[config.mk]
export PLATFORM = sky130hd
export DESIGN_NAME = wb_stage_rf_flat
export DESIGN_NICKNAME = d
export VERILOG_FILES = /design/src/rtl/wb_stage_rf_pkg.sv /design/src/rtl/wb_stage_rf_if.sv /design/src/rtl/wb_stage_rf_reg_file_2r1w.sv /design/src/rtl/wb_stage_rf.sv /design/src/flat_wrapper.sv
export SDC_FILE = /design/constraint.sdc
export NUM_CORES = 1
export LEC_CHECK = 0
export CAP_MARGIN = 5
export CORE_MARGIN = 10
export CORE_UTILIZATION = 35
export CTS_CLUSTER_DIAMETER = 100
export DETAILED_ROUTE_END_ITERATION = 8
export HOLD_SLACK_MARGIN = 0.06
export SYNTH_ARGS = -nofsm -noshare
export SYNTH_HDL_FRONTEND = slang
export SYNTH_SLANG_ARGS = --single-unit
[constraint.sdc]
create_clock -name clk -period 4.45 [get_ports clk]
set_input_delay 1.335 -clock clk [delete_from_list [all_inputs] [get_ports clk]]
set_output_delay 1.335 -clock clk [all_outputs]
set_load 0.02 [all_outputs]
[src/rtl/wb_stage_rf_pkg.sv]
// Shared definitions for the write-back stage: widths, MEM->WB field layout
// and the result-select helper. The MEM stage packs its register with the
// same constants.
package wb_stage_rf_pkg;

  localparam int unsigned DATA_W     = 16;
  localparam int unsigned REG_ADDR_W = 3;
  localparam int unsigned NUM_REGS   = 2 ** REG_ADDR_W;
  localparam int unsigned PIPE_W     = 2 * DATA_W + 1 + REG_ADDR_W + 1;

  // MEM->WB field bit positions
  localparam int unsigned ALU_RES_HI  = 36;
  localparam int unsigned ALU_RES_LO  = 21;
  localparam int unsigned MEM_DATA_HI = 20;
  localparam int unsigned MEM_DATA_LO = 5;
  localparam int unsigned WB_EN_BIT   = 4;
  localparam int unsigned WB_DEST_HI  = 3;
  localparam int unsigned WB_DEST_LO  = 1;
  localparam int unsigned WB_MUX_BIT  = 0;

  // Packed view of the MEM->WB register, MSB first
  typedef struct packed {
    logic [DATA_W-1:0]     alu_result;
    logic [DATA_W-1:0]     mem_read_data;
    logic                  wb_en;
    logic [REG_ADDR_W-1:0] wb_dest;
    logic                  wb_mux;
  } mem_wb_t;

  // Result select: 0 -> ALU result, 1 -> memory read data
  function automatic logic [DATA_W-1:0] wb_select(input mem_wb_t p);
    return p.wb_mux ? p.mem_read_data : p.alu_result;
  endfunction

endpackage

[src/rtl/wb_stage_rf_if.sv]
// Write-back stage bus: MEM->WB register in, decode read ports, hazard and
// forwarding outputs.
//   master: MEM stage / decode side (drives register and read addresses)
//   slave : wb_stage_rf
interface wb_stage_rf_if;
  import wb_stage_rf_pkg::*;

  logic [PIPE_W-1:0]     pipeline_reg_in;
  logic [REG_ADDR_W-1:0] rd_addr_a;
  logic [REG_ADDR_W-1:0] rd_addr_b;
  logic [DATA_W-1:0]     rd_data_a;
  logic [DATA_W-1:0]     rd_data_b;
  logic [REG_ADDR_W-1:0] wb_op_dest;
  logic                  wb_op_en;
  logic [DATA_W-1:0]     wb_result;

  modport master (
    output pipeline_reg_in, rd_addr_a, rd_addr_b,
    input  rd_data_a, rd_data_b, wb_op_dest, wb_op_en, wb_result
  );

  modport slave (
    input  pipeline_reg_in, rd_addr_a, rd_addr_b,
    output rd_data_a, rd_data_b, wb_op_dest, wb_op_en, wb_result
  );

endinterface

[src/rtl/wb_stage_rf_reg_file_2r1w.sv]
// 8x16 register file, one write port, two combinational read ports with
// write-through bypass. Optional hard-wired zero R0.
//   clk, rst      : clock, async active-low reset (clears all registers)
//   we/waddr/wdata: write port, committed on rising clk
//   raddr_*/rdata_*: read ports
module wb_stage_rf_reg_file_2r1w
  import wb_stage_rf_pkg::*;
#(
  parameter bit R0_ZERO = 1'b1
) (
  input  logic                  clk,
  input  logic                  rst,
  input  logic                  we,
  input  logic [REG_ADDR_W-1:0] waddr,
  input  logic [DATA_W-1:0]     wdata,
  input  logic [REG_ADDR_W-1:0] raddr_a,
  input  logic [REG_ADDR_W-1:0] raddr_b,
  output logic [DATA_W-1:0]     rdata_a,
  output logic [DATA_W-1:0]     rdata_b
);

  logic [DATA_W-1:0] regs [NUM_REGS];
  logic              wr_live;

  // A write to a hard-wired R0 is dropped and never bypassed
  assign wr_live = we && !(R0_ZERO && (waddr == '0));

  always_ff @(posedge clk or negedge rst) begin
    if (!rst) begin
      for (int unsigned i = 0; i < NUM_REGS; i++) begin
        regs[REG_ADDR_W'(i)] <= '0;
      end
    end else if (wr_live) begin
      regs[waddr] <= wdata;
    end
  end

  // Read port A with write-through bypass
  always_comb begin
    rdata_a = regs[raddr_a];
    if (R0_ZERO && (raddr_a == '0)) begin
      rdata_a = '0;
    end else if (wr_live && (waddr == raddr_a)) begin
      rdata_a = wdata;
    end
  end

  // Read port B with write-through bypass
  always_comb begin
    rdata_b = regs[raddr_b];
    if (R0_ZERO && (raddr_b == '0)) begin
      rdata_b = '0;
    end else if (wr_live && (waddr == raddr_b)) begin
      rdata_b = wdata;
    end
  end

endmodule

[src/rtl/wb_stage_rf.sv]
// mips_16 write-back stage: selects the WB result from the MEM->WB register,
// commits it to the owned register file and counts committed writes.
//   clk, rst     : clock, async active-low reset
//   bus (slave)  : MEM->WB register, read ports, hazard/forwarding outputs
//   wb_count_clr : synchronous clear of wb_count (wins over an increment)
//   wb_count     : committed register writes, modulo 2^16
module wb_stage_rf
  import wb_stage_rf_pkg::*;
#(
  parameter bit R0_ZERO = 1'b1
) (
  input  logic              clk,
  input  logic              rst,
  wb_stage_rf_if.slave      bus,
  input  logic              wb_count_clr,
  output logic [DATA_W-1:0] wb_count
);

  mem_wb_t pr;
  logic    commit;

  assign pr = mem_wb_t'(bus.pipeline_reg_in);

  // Forwarding and hazard outputs are straight decodes of the WB register
  assign bus.wb_result  = wb_select(pr);
  assign bus.wb_op_dest = pr.wb_dest;
  assign bus.wb_op_en   = pr.wb_en;

  // Same drop rule as the register file, so R0 writes are not counted
  assign commit = pr.wb_en && !(R0_ZERO && (pr.wb_dest == '0));

  wb_stage_rf_reg_file_2r1w #(
    .R0_ZERO (R0_ZERO)
  ) u_rf (
    .clk     (clk),
    .rst     (rst),
    .we      (pr.wb_en),
    .waddr   (pr.wb_dest),
    .wdata   (bus.wb_result),
    .raddr_a (bus.rd_addr_a),
    .raddr_b (bus.rd_addr_b),
    .rdata_a (bus.rd_data_a),
    .rdata_b (bus.rd_data_b)
  );

  // Write-back event counter
  always_ff @(posedge clk or negedge rst) begin
    if (!rst) begin
      wb_count <= '0;
    end else if (wb_count_clr) begin
      wb_count <= '0;
    end else if (commit) begin
      wb_count <= wb_count + DATA_W'(1);
    end
  end

endmodule
[src/flat_wrapper.sv]
// flat-port wrapper written by rule: the top's interface ports become plain ports
module wb_stage_rf_flat import wb_stage_rf_pkg::*;
#(
  parameter bit R0_ZERO = 1'b1
)
  (clk, rst, wb_count_clr, wb_count, bus_pipeline_reg_in, bus_rd_addr_a, bus_rd_addr_b, bus_rd_data_a, bus_rd_data_b, bus_wb_op_dest, bus_wb_op_en, bus_wb_result);
  wb_stage_rf_if bus_i ();
  input  logic clk;
  input  logic rst;
  input  logic wb_count_clr;
  output logic [DATA_W-1:0] wb_count;
  input wire logic [$bits(bus_i.pipeline_reg_in)-1:0] bus_pipeline_reg_in;
  input wire logic [$bits(bus_i.rd_addr_a)-1:0] bus_rd_addr_a;
  input wire logic [$bits(bus_i.rd_addr_b)-1:0] bus_rd_addr_b;
  output wire logic [$bits(bus_i.rd_data_a)-1:0] bus_rd_data_a;
  output wire logic [$bits(bus_i.rd_data_b)-1:0] bus_rd_data_b;
  output wire logic [$bits(bus_i.wb_op_dest)-1:0] bus_wb_op_dest;
  output wire logic [$bits(bus_i.wb_op_en)-1:0] bus_wb_op_en;
  output wire logic [$bits(bus_i.wb_result)-1:0] bus_wb_result;
  assign bus_i.pipeline_reg_in = bus_pipeline_reg_in;
  assign bus_i.rd_addr_a = bus_rd_addr_a;
  assign bus_i.rd_addr_b = bus_rd_addr_b;
  assign bus_rd_data_a = bus_i.rd_data_a;
  assign bus_rd_data_b = bus_i.rd_data_b;
  assign bus_wb_op_dest = bus_i.wb_op_dest;
  assign bus_wb_op_en = bus_i.wb_op_en;
  assign bus_wb_result = bus_i.wb_result;
  wb_stage_rf #(.R0_ZERO(R0_ZERO)) u_core (.clk(clk), .rst(rst), .bus(bus_i), .wb_count_clr(wb_count_clr), .wb_count(wb_count));
endmodule
==> results of run 1 <==
-- stage by stage --
| stage | util (%) | hold slack, ns | power [mW] |
|---|---|---|---|
| 3_3_place_gp | 45.3 | 0.377 | 2.90 |
| 3_5_place_dp | 45.3 | 0.382 | 2.92 |
| 4_1_cts | 48.3 | 0.396 | 4.52 |
| 5_1_grt | 48.6 | 0.411 | 4.70 |
| 6_report | 48.6 | 0.392 | 4.49 |
| 2_1_floorplan | - | 0.441 | 2.39 |
-- registers in the layout, indices dropped and copies added, names as in the netlist --
signal / cells
u_core.wb_count: 16
u_core.u_rf.regs: 128
-- what timing repair did --
| item | CTS | global route |
|---|---|---|
| setup buffers | 3 | 1 |
| setup endpoints to repair | 36 | 28 |
| pin swaps | 5 | 5 |
| hold buffers | 0 | 0 |
| cloned | 1 | 1 |
| gates resized for setup | 161 | 27 |
-- synth_stat cells (2+ instances only) --
master	instances
a211oi_1	38
a211oi_2	26
a21oi_1	53
and3_1	2
buf_2	20
buf_4	9
buf_6	13
clkbuf_1	39
dfrtp_1	144
inv_1	20
mux2i_1	13
mux2i_2	3
mux4_2	64
nand2_1	72
nand3_1	4
nand4_1	6
nand4b_1	3
nor2_1	59
nor2b_1	33
nor3_1	4
nor3_2	2
nor4_1	3
nor4_2	2
nor4_4	2
nor4bb_1	2
o21ai_0	65
xnor2_1	8
xor2_1	8
-- path summary, 6_finish.rpt --
path | endpoint | cells past startpoint | slack (ns)
max in group asynchronous | u_core.u_rf.regs[111]$_DFFE_PN0P_ | 2 | 2.68
worst min-delay path | u_core.u_rf.regs[122]$_DFFE_PN0P_ | 0 | 0.39
min in group asynchronous | u_core.u_rf.regs[101]$_DFFE_PN0P_ | 1 | 0.91
worst min register to register | u_core.u_rf.regs[122]$_DFFE_PN0P_ | 0 | 0.39
worst max-delay path | bus_rd_data_a[9] | 8 | 0.05
worst max register to register | u_core.wb_count[13]$_DFFE_PN0P_ | 4 | 2.81
-- final cells by class --
cell class | instances | area [um^2] | share of cell area [%]
clock buffers | 20 | 457 | 4.12
well taps | 313 | 392 | 3.54
multi-input cells | 481 | 4130 | 37.3
flip-flops and latches | 144 | 3600 | 32.5
repair buffers | 232 | 2210 | 19.9
clock inverters | 12 | 205 | 1.85
inverters | 20 | 75.1 | 0.678
-- routing by layer --
layer,vias to the layer above,global-route usage (%)
met2,132,27.2
met3,28,3.65
li1,2982,-
met1,3175,21.3
met5,-,0
met4,0,5.47
-- power breakdown --
group | leakage, nW | switching (mW) | total [mW] | internal (mW)
registers | 1.78 | 0.160 | 1.68 | 1.52
clock network | 0.317 | 0.580 | 1.61 | 1.03
logic | 2.61 | 0.585 | 1.20 | 0.617
total | 4.71 | 1.32 | 4.49 | 3.17
-- cells in the final DEF, fill, tap and decap left out, types with 3 or more instances in the layout --
| master | count |
|---|---|
| a21oi_1 | 53 |
| mux2i_2 | 3 |
| a211oi_1 | 24 |
| a211oi_2 | 38 |
| nor4_1 | 3 |
| nand3_1 | 4 |
| buf_4 | 100 |
| dlymetal6s2s_1 | 7 |
| mux4_2 | 64 |
| bufinv_16 | 5 |
| buf_12 | 21 |
| dfrtp_1 | 144 |
| dlygate4sd2_1 | 7 |
| nand2_1 | 72 |
| buf_6 | 4 |
| xnor2_1 | 8 |
| mux2i_1 | 13 |
| nor2_1 | 59 |
| buf_2 | 24 |
| clkdlybuf4s50_1 | 59 |
| clkbuf_16 | 18 |
| nand4_1 | 6 |
| xor2_1 | 7 |
| inv_1 | 20 |
| o21ai_0 | 65 |
| nor2b_1 | 33 |
| nand4b_1 | 3 |
| clkdlybuf4s15_2 | 4 |
-- cell families (layout without fill, tap and decap cells) --
logic type	after synthesis	count (layout)	synth area share [%]
compound gates	187	187	15.4
mux	81	81	20.0
buf+inv	102	284	6.63
fa+ha+maj	1	1	0.154
xor+xnor	16	16	1.72
flops	144	144	44.3
simple gates	196	196	11.8
==> results.toml, run 1 <==
[route]
ant_nets = 0
drc = 0
first_pass_iters = 5
wl_met2_mm = 12.2
routed_via_density = 5.17
wl_per_cell_um = 19.8
drt_iter0_markers = 413
postRouteWirelength_mm = 24.2
met3WireLength_um = 997
vias = 6317
wl_met1_mm = 10.6
highest_layer = "met4"

[cts]
cts_tree = "done"
clkLatencyLatePin_ns = 0.43
root_buffer = "clkbuf_16"
clock_sinks = 144
numCtsBuffers = 17
clockBufferDepth = 2
clkTransAtPathRegs_ns = 0.06
ctsHtreeMaxLevel = 4

[placement]
gp_congestion = 0.857
dpl.cell_count = 1184
preCtsSetupSlack_ns = -0.773
dpl.hpwl_mm = 17.0
port_buffers = 113
place_area_um2 = 10300

[hold_path]
hp-class = "reg -> reg"
min_from = "u_core.u_rf.regs[122]$_DFFE_PN0P_"

[die]
chipHeight_um = 172
ios = 114
core_region_area_um2 = 22800
rows = 55
initial_core_util_pct = 35.7
die_area_um2 = 29700
die_w_um = 172

[critical_path]
setup.worst_path.start = "bus_rd_addr_a[0]"
crit_path_top_delay_cell = "mux4_2"
cp_cell_sequence = "buf_2 -> buf_12 -> buf_12 -> mux4_2 -> nor2b_1 -> a211oi_2 -> a211oi_2 -> clkdlybuf4s15_1"
critPathArrivalTime_ns = 3.06
crit_required_ns = 3.12
critical-path-top-delay-family = "buffers and inverters"
crit_fanout = 8
start_kind = "input pin"
critPathMaxStageDelay_ns = 0.48
cp-end-kind = "primary output"
path_class = "in -> out"
r2r_start = "u_core.wb_count[3]$_DFFE_PN0P_"
cp_num_buf_inv = 4

[outcome]
status = "complete, no violations"

[sta]
rsz0062_at_grt = "no"
setup_tns_ns = 0
tightest_slew_ns = 0.645
fin_crit_ns = 4.40
setup_ws_ns = 0.0521
fin_crit_sh_pct = 98.8
setup_viol = 0
finalHoldViolations = 0
fmax_ghz = 0.227
slew_headroom_pct = 57.0
finClkSkew_ns = 0.00468
maxSlewViolCount = 0

[synthesis]
syn-cell-area_um2 = 8130
ys.flop_type = "dfrtp_1"
avgSynthCellArea_um2 = 11.2
syn_inst = 727
synth.distinct_cells = 38
async_flop_share_pct = 100
yosys_warnings = 0
ys_seq_area_share_pct = 44.3
synth_edf_count = 0
synth.top_cell.area_share_pct = 44.3
synth.area.top_cells = "dfrtp_1 44%, mux4_2 18%, a211oi_2 4.0%, o21ai_0 4.0%, a211oi_1 3.5%"
yosysTopAreaCell = "dfrtp_1"
ys_seq_elements = 144
synth_nets = 774

[layout]
syn_to_final_growth_pct = 36.2
nets = 943
layout-drive-gt1-share_pct = 34.0
final_cells = 1222
fillers = 2072
design_area_um2 = 11100
diodes = 0

[global_routing]
gr-usage-all-layers_pct = 16.6
first_global_vias = 6447
grt_overflow = 0
antenna_found_initial = 0
grt_pass1_wl_mm = 37.8
grt_max_degree = 78

[power_and_ir_drop]
p_per_area_nw_per_um2 = 406
irDropWorstVdd_uv = 223
power.leakage_nw = 4.71

[job]
cap_violations = 0
Power figures use the tool's default switching activity.
==> run 2, diff against run 1 <==
--- a/config.mk
+++ b/config.mk
@@ -11,6 +11,7 @@
 export CTS_CLUSTER_DIAMETER = 100
 export DETAILED_ROUTE_END_ITERATION = 8
 export HOLD_SLACK_MARGIN = 0.06
+export SKIP_CTS_REPAIR_TIMING = 1
 export SYNTH_ARGS = -nofsm -noshare
 export SYNTH_HDL_FRONTEND = slang
 export SYNTH_SLANG_ARGS = --single-unit
==> run 2 against run 1 <==
- sequential share of layout area increased by 0.12 points
- clock-buffer cell count is the same
- power is 0.43% lower
- routed wire length shrank 0.95%
- clock power about the same
- non-clock buffer count is 3 lower
- largest cell class unchanged
- largest power group unchanged
- highest routed layer unchanged
==> results.toml, run 2 (synthesis gave the netlist of run 1 again) <==
[die]
die_area_um2 = 29700
chipHeight_um = 172
core_region_area_um2 = 22800
initial_core_util_pct = 35.7
ios = 114
rows = 55
die_w_um = 172

[layout]
reg.largest.list = "u_core.u_rf.regs x128, u_core.wb_count x16"
final_common_cell = "dfrtp_1"
final_cell_mix = "144 x dfrtp_1, 96 x buf_4, 72 x nand2_1, 65 x o21ai_0, 64 x mux4_2"
layout-drive-gt1-share_pct = 32.1
regMostFlops = "u_core.u_rf.regs"
final_cells = 1219
largest_reg_flops = 128
syn_to_final_growth_pct = 35.7
nets = 940
diodes = 0
design_area_um2 = 11000

[route]
first_pass_iters = 5
ant_nets = 0
wl_per_cell_um = 19.7
drt_iter0_markers = 454
vias = 6291
postRouteWirelength_mm = 24.0
drc = 0
routed_via_density = 5.16

[global_routing]
grt_overflow = 0
first_global_vias = 6410
grt_max_degree = 78
antenna_found_initial = 0
gr-usage-all-layers_pct = 16.4
grt_pass1_wl_mm = 37.3

[critical_path]
cp-end-kind = "primary output"
critPathMaxStageDelay_ns = 0.53
path_class = "in -> out"
critPathArrivalTime_ns = 3.04
crit_path_top_delay_cell = "clkdlybuf4s50_1"
crit_fanout = 9
crit_required_ns = 3.12
cp_num_buf_inv = 6
critical-path-top-delay-family = "buffers and inverters"
cp_cell_sequence = "clkdlybuf4s50_1 -> buf_12 -> buf_12 -> mux2i_1 -> buf_4 -> inv_1 -> clkdlybuf4s50_1"
start_kind = "input pin"

[sta]
fin_crit_sh_pct = 98.4
rsz0062_at_grt = "yes"
setup_tns_ns = 0
finalHoldViolations = 0
maxSlewViolCount = 0
fin_crit_ns = 4.38
tightest_slew_ns = 0.646
finClkSkew_ns = 0.00373
fmax_ghz = 0.228
slew_headroom_pct = 56.8
setup_viol = 0

[power_and_ir_drop]
power.leakage_nw = 4.83
irDropWorstVdd_uv = 223
p_per_area_nw_per_um2 = 406
power_mw = 4.47

[cts]
clkTransAtPathRegs_ns = 0.06
cts_tree = "done"
clockBufferDepth = 2
clock_sinks = 144
clkLatencyLatePin_ns = 0.42
numCtsBuffers = 17
root_buffer = "clkbuf_16"
ctsHtreeMaxLevel = 4

[placement]
dpl.cell_count = 1184
gp_congestion = 0.857
place_area_um2 = 10300
port_buffers = 113
dpl.hpwl_mm = 17.0

[hold_path]
hp-class = "reg -> reg"

[outcome]
status = "complete, no violations"

[job]
cap_violations = 0
==> run 2: changes by cell type in the layout (fill, tap and decap cells not counted), sizes merged <==
cell           previous run  this run
dlymetal6s2s              7        23
bufbuf                    1         0
clkdlybuf4s50            59        60
clkbuf                   24        37
clkdlybuf4s15             5         0
dlygate4sd2               7         0
buf                     149       129
==> run 2: cell type report <==
| cell class | instances | area (um^2) |
|---|---|---|
| fill | 2070 | 11700 |
| multi-input combinational | 481 | 4080 |
| sequential | 144 | 3600 |
| timing repair buffer | 229 | 2220 |
| clock buffer | 20 | 457 |
| tap | 313 | 392 |
| clock inverter | 12 | 205 |
| inverter | 20 | 75.1 |
==> run 2: worst paths after layout <==
kind / from / end / slack [ns] / cells past startpoint
setup reg to reg: u_core.wb_count[3]$_DFFE_PN0P_ / u_core.wb_count[13]$_DFFE_PN0P_ / 2.81 / 4
hold reg to reg: u_core.u_rf.regs[114]$_DFFE_PN0P_ / u_core.u_rf.regs[114]$_DFFE_PN0P_ / 0.39 / 0
hold / removal: u_core.u_rf.regs[114]$_DFFE_PN0P_ / u_core.u_rf.regs[114]$_DFFE_PN0P_ / 0.39 / 0
setup / recovery: bus_pipeline_reg_in[0] / bus_wb_result[10] / 0.07 / 7
min in group asynchronous: rst / u_core.u_rf.regs[101]$_DFFE_PN0P_ / 0.91 / 1
max in group asynchronous: rst / u_core.u_rf.regs[7]$_DFFE_PN0P_ / 2.69 / 2
==> run 2: stage by stage <==
step | hold WS [ns] | setup slack, ns | util [%]
after floorplan | 0.441 | 0.340 | -
after global placement | 0.377 | -0.732 | 45.3
after detailed placement | 0.382 | -0.773 | 45.3
after CTS | 0.396 | -0.780 | 48.2
after global routing | 0.411 | -0.00621 | 48.4
final | 0.392 | 0.0733 | 48.4
==> run 2: power by group <==
group / switching (mW) / internal, mW
registers: 0.158 / 1.52
clock network: 0.577 / 1.03
logic: 0.576 / 0.611
==> run 2: per-layer routing <==
layer  share of wire [%]  GRT usage [%]
met1                  43           21.2
met2                  51           26.8
met3                 4.7           3.31
met4                 1.7           5.66
met5                   0              0
==> run 2: worst reg2reg max path, cell delays in order, from the launching register on <==
cell and delay, ns:
dfrtp_1 0.45, nand4_1 0.32, nor4_2 0.47, a31o_1 0.21, a21oi_1 0.06
==> run 3, diff against run 2 <==
--- a/config.mk
+++ b/config.mk
@@ -7,10 +7,12 @@
 export LEC_CHECK = 0
 export CAP_MARGIN = 5
 export CORE_MARGIN = 10
-export CORE_UTILIZATION = 35
+export CORE_UTILIZATION = 55
 export CTS_CLUSTER_DIAMETER = 100
 export DETAILED_ROUTE_END_ITERATION = 8
+export DONT_BUFFER_PORTS = 1
 export HOLD_SLACK_MARGIN = 0.06
+export PLACE_DENSITY = 0.7
 export SKIP_CTS_REPAIR_TIMING = 1
 export SYNTH_ARGS = -nofsm -noshare
 export SYNTH_HDL_FRONTEND = slang
==> run 3 against run 2 <==
- largest power group unchanged
- non-clock buffer count fell by 171
- hold slack improved by 0.0032 ns
- sequential share of layout area is 7.2 points higher
==> results.toml, run 3 (synthesis gave the netlist of run 1 again) <==
[layout]
largest_reg_flops = 128
final_cell_mix = "144 x dfrtp_1, 72 x nand2_1, 65 x o21ai_0, 64 x mux4_2, 59 x nor2_1"
final_cells = 919
syn_to_final_growth_pct = 11.2
seqCellArea_um2 = 3600
multi_input_area_um2 = 4040
nets = 769
final_common_cell = "dfrtp_1"
layout-drive-gt1-share_pct = 26.4
diodes = 0
fillers = 1134
reg.largest.list = "u_core.u_rf.regs x128, u_core.wb_count x16"
regMostFlops = "u_core.u_rf.regs"

[sta]
fmax_ghz = 0.253
finalHoldViolations = 0
hold_ws_ns = 0.395
fin_crit_sh_pct = 88.9
maxSlewViolCount = 0
slew_headroom_pct = 52.2
fin_crit_ns = 3.96
setup_viol = 0
finClkSkew_ns = 0.00193
setup_tns_ns = 0
rsz0062_at_grt = "no"
tightest_slew_ns = 0.697

[route]
ant_nets = 0
postRouteWirelength_mm = 20.5
drc = 0
vias = 5888
wl_per_cell_um = 22.3
routed_via_density = 6.41
drt_iter0_markers = 530
first_pass_iters = 5

[die]
ios = 114
chipHeight_um = 142
core_region_area_um2 = 14500
rows = 44
die_area_um2 = 20000
initial_core_util_pct = 55.9
die_w_um = 142

[cts]
numCtsBuffers = 17
clockBufferDepth = 2
ctsHtreeMaxLevel = 4
cts_tree = "done"
clkTransAtPathRegs_ns = 0.06
clkLatencyLatePin_ns = 0.43
clock_sinks = 144
root_buffer = "clkbuf_16"

[power_and_ir_drop]
irDropWorstVdd_uv = 268
p_per_area_nw_per_um2 = 459
power.leakage_nw = 3.75
power_mw = 4.15

[hold_path]
hold_end = "u_core.u_rf.regs[126]$_DFFE_PN0P_"
whs_path_depth = 0
min_from = "u_core.u_rf.regs[126]$_DFFE_PN0P_"
hp-class = "reg -> reg"

[global_routing]
antenna_found_initial = 0
gr-usage-all-layers_pct = 20.6
first_global_vias = 5838
grt_pass1_wl_mm = 32.3
grt_overflow = 0
grt_max_degree = 145

[critical_path]
critical-path-top-delay-family = "buffers and inverters"
crit_path_frequent_cell = "a211oi_1"
reg2regPathDepth = 4
crit_fanout = 32
cp-end-kind = "primary output"
crit_required_ns = 3.12
start_kind = "input pin"
r2r_slack_ns = 2.68
critPathMaxStageDelay_ns = 0.30
worstReg2RegEnd = "u_core.wb_count[13]$_DFFE_PN0P_"
crit_path_top_delay_cell = "nor4_4"
path_class = "in -> out"
critPathArrivalTime_ns = 2.62
cp_cell_sequence = "xor2_1 -> nor4_4 -> buf_12 -> a211oi_1 -> a211oi_1 -> buf_4"
cp_num_buf_inv = 2
r2r_start = "u_core.wb_count[3]$_DFFE_PN0P_"

[placement]
gp_congestion = 0.889
port_buffers = 0
dpl.cell_count = 887
dpl.hpwl_mm = 13.6

[job]
cap_violations = 0

[outcome]
status = "complete, no violations"
==> run 3: how the worst max path moves through the flow <==
stage	from	endpoint	slack [ns]	cells after the start
2_1_floorplan	bus_pipeline_reg_in[1]	bus_rd_data_a[4]	0.34	6
3_3_place_gp	bus_pipeline_reg_in[2]	bus_rd_data_b[11]	0.51	6
3_5_place_dp	bus_pipeline_reg_in[2]	bus_rd_data_b[10]	0.51	6
4_1_cts	bus_pipeline_reg_in[2]	bus_rd_data_b[2]	0.50	6
5_1_grt	bus_pipeline_reg_in[2]	bus_rd_data_b[10]	0.41	6
6_report	bus_pipeline_reg_in[2]	bus_rd_data_b[10]	0.49	6
==> run 3: final cells by class <==
| class | instances | share of cell area, % |
|---|---|---|
| well taps | 184 | 2.55 |
| clock inverters | 14 | 2.27 |
| multi-input cells | 481 | 44.6 |
| clock buffers | 18 | 4.75 |
| inverters | 20 | 0.831 |
| repair buffers | 58 | 5.09 |
| flip-flops and latches | 144 | 39.9 |
==> run 3: through the flow <==
step | instance area, um^2 | worst slack [ns] | utilization (%)
final | 9040 | 0.494 | 62.2
after detailed placement | 8400 | 0.512 | 57.8
after CTS | 9040 | 0.499 | 62.2
after global routing | 9040 | 0.411 | 62.2
after floorplan | 8130 | 0.340 | -
after global placement | 8400 | 0.513 | 57.8
==> run 3: report_power, final <==
group	switching, mW	internal, mW	total [mW]
Sequential	0.159	1.52	1.68
Clock	0.578	0.948	1.53
Combinational	0.452	0.486	0.938
Total	1.19	2.96	4.15
==> run 3: per-layer routing <==
| layer | GRT usage (%) | up-vias | part of all wire [%] |
|---|---|---|---|
| li1 | - | 2626 | - |
| met5 | 0 | - | 0 |
| met1 | 26.2 | 2993 | 40 |
| met2 | 33.4 | 239 | 51 |
| met4 | 7.53 | 0 | 2.0 |
| met3 | 5.21 | 30 | 6.6 |
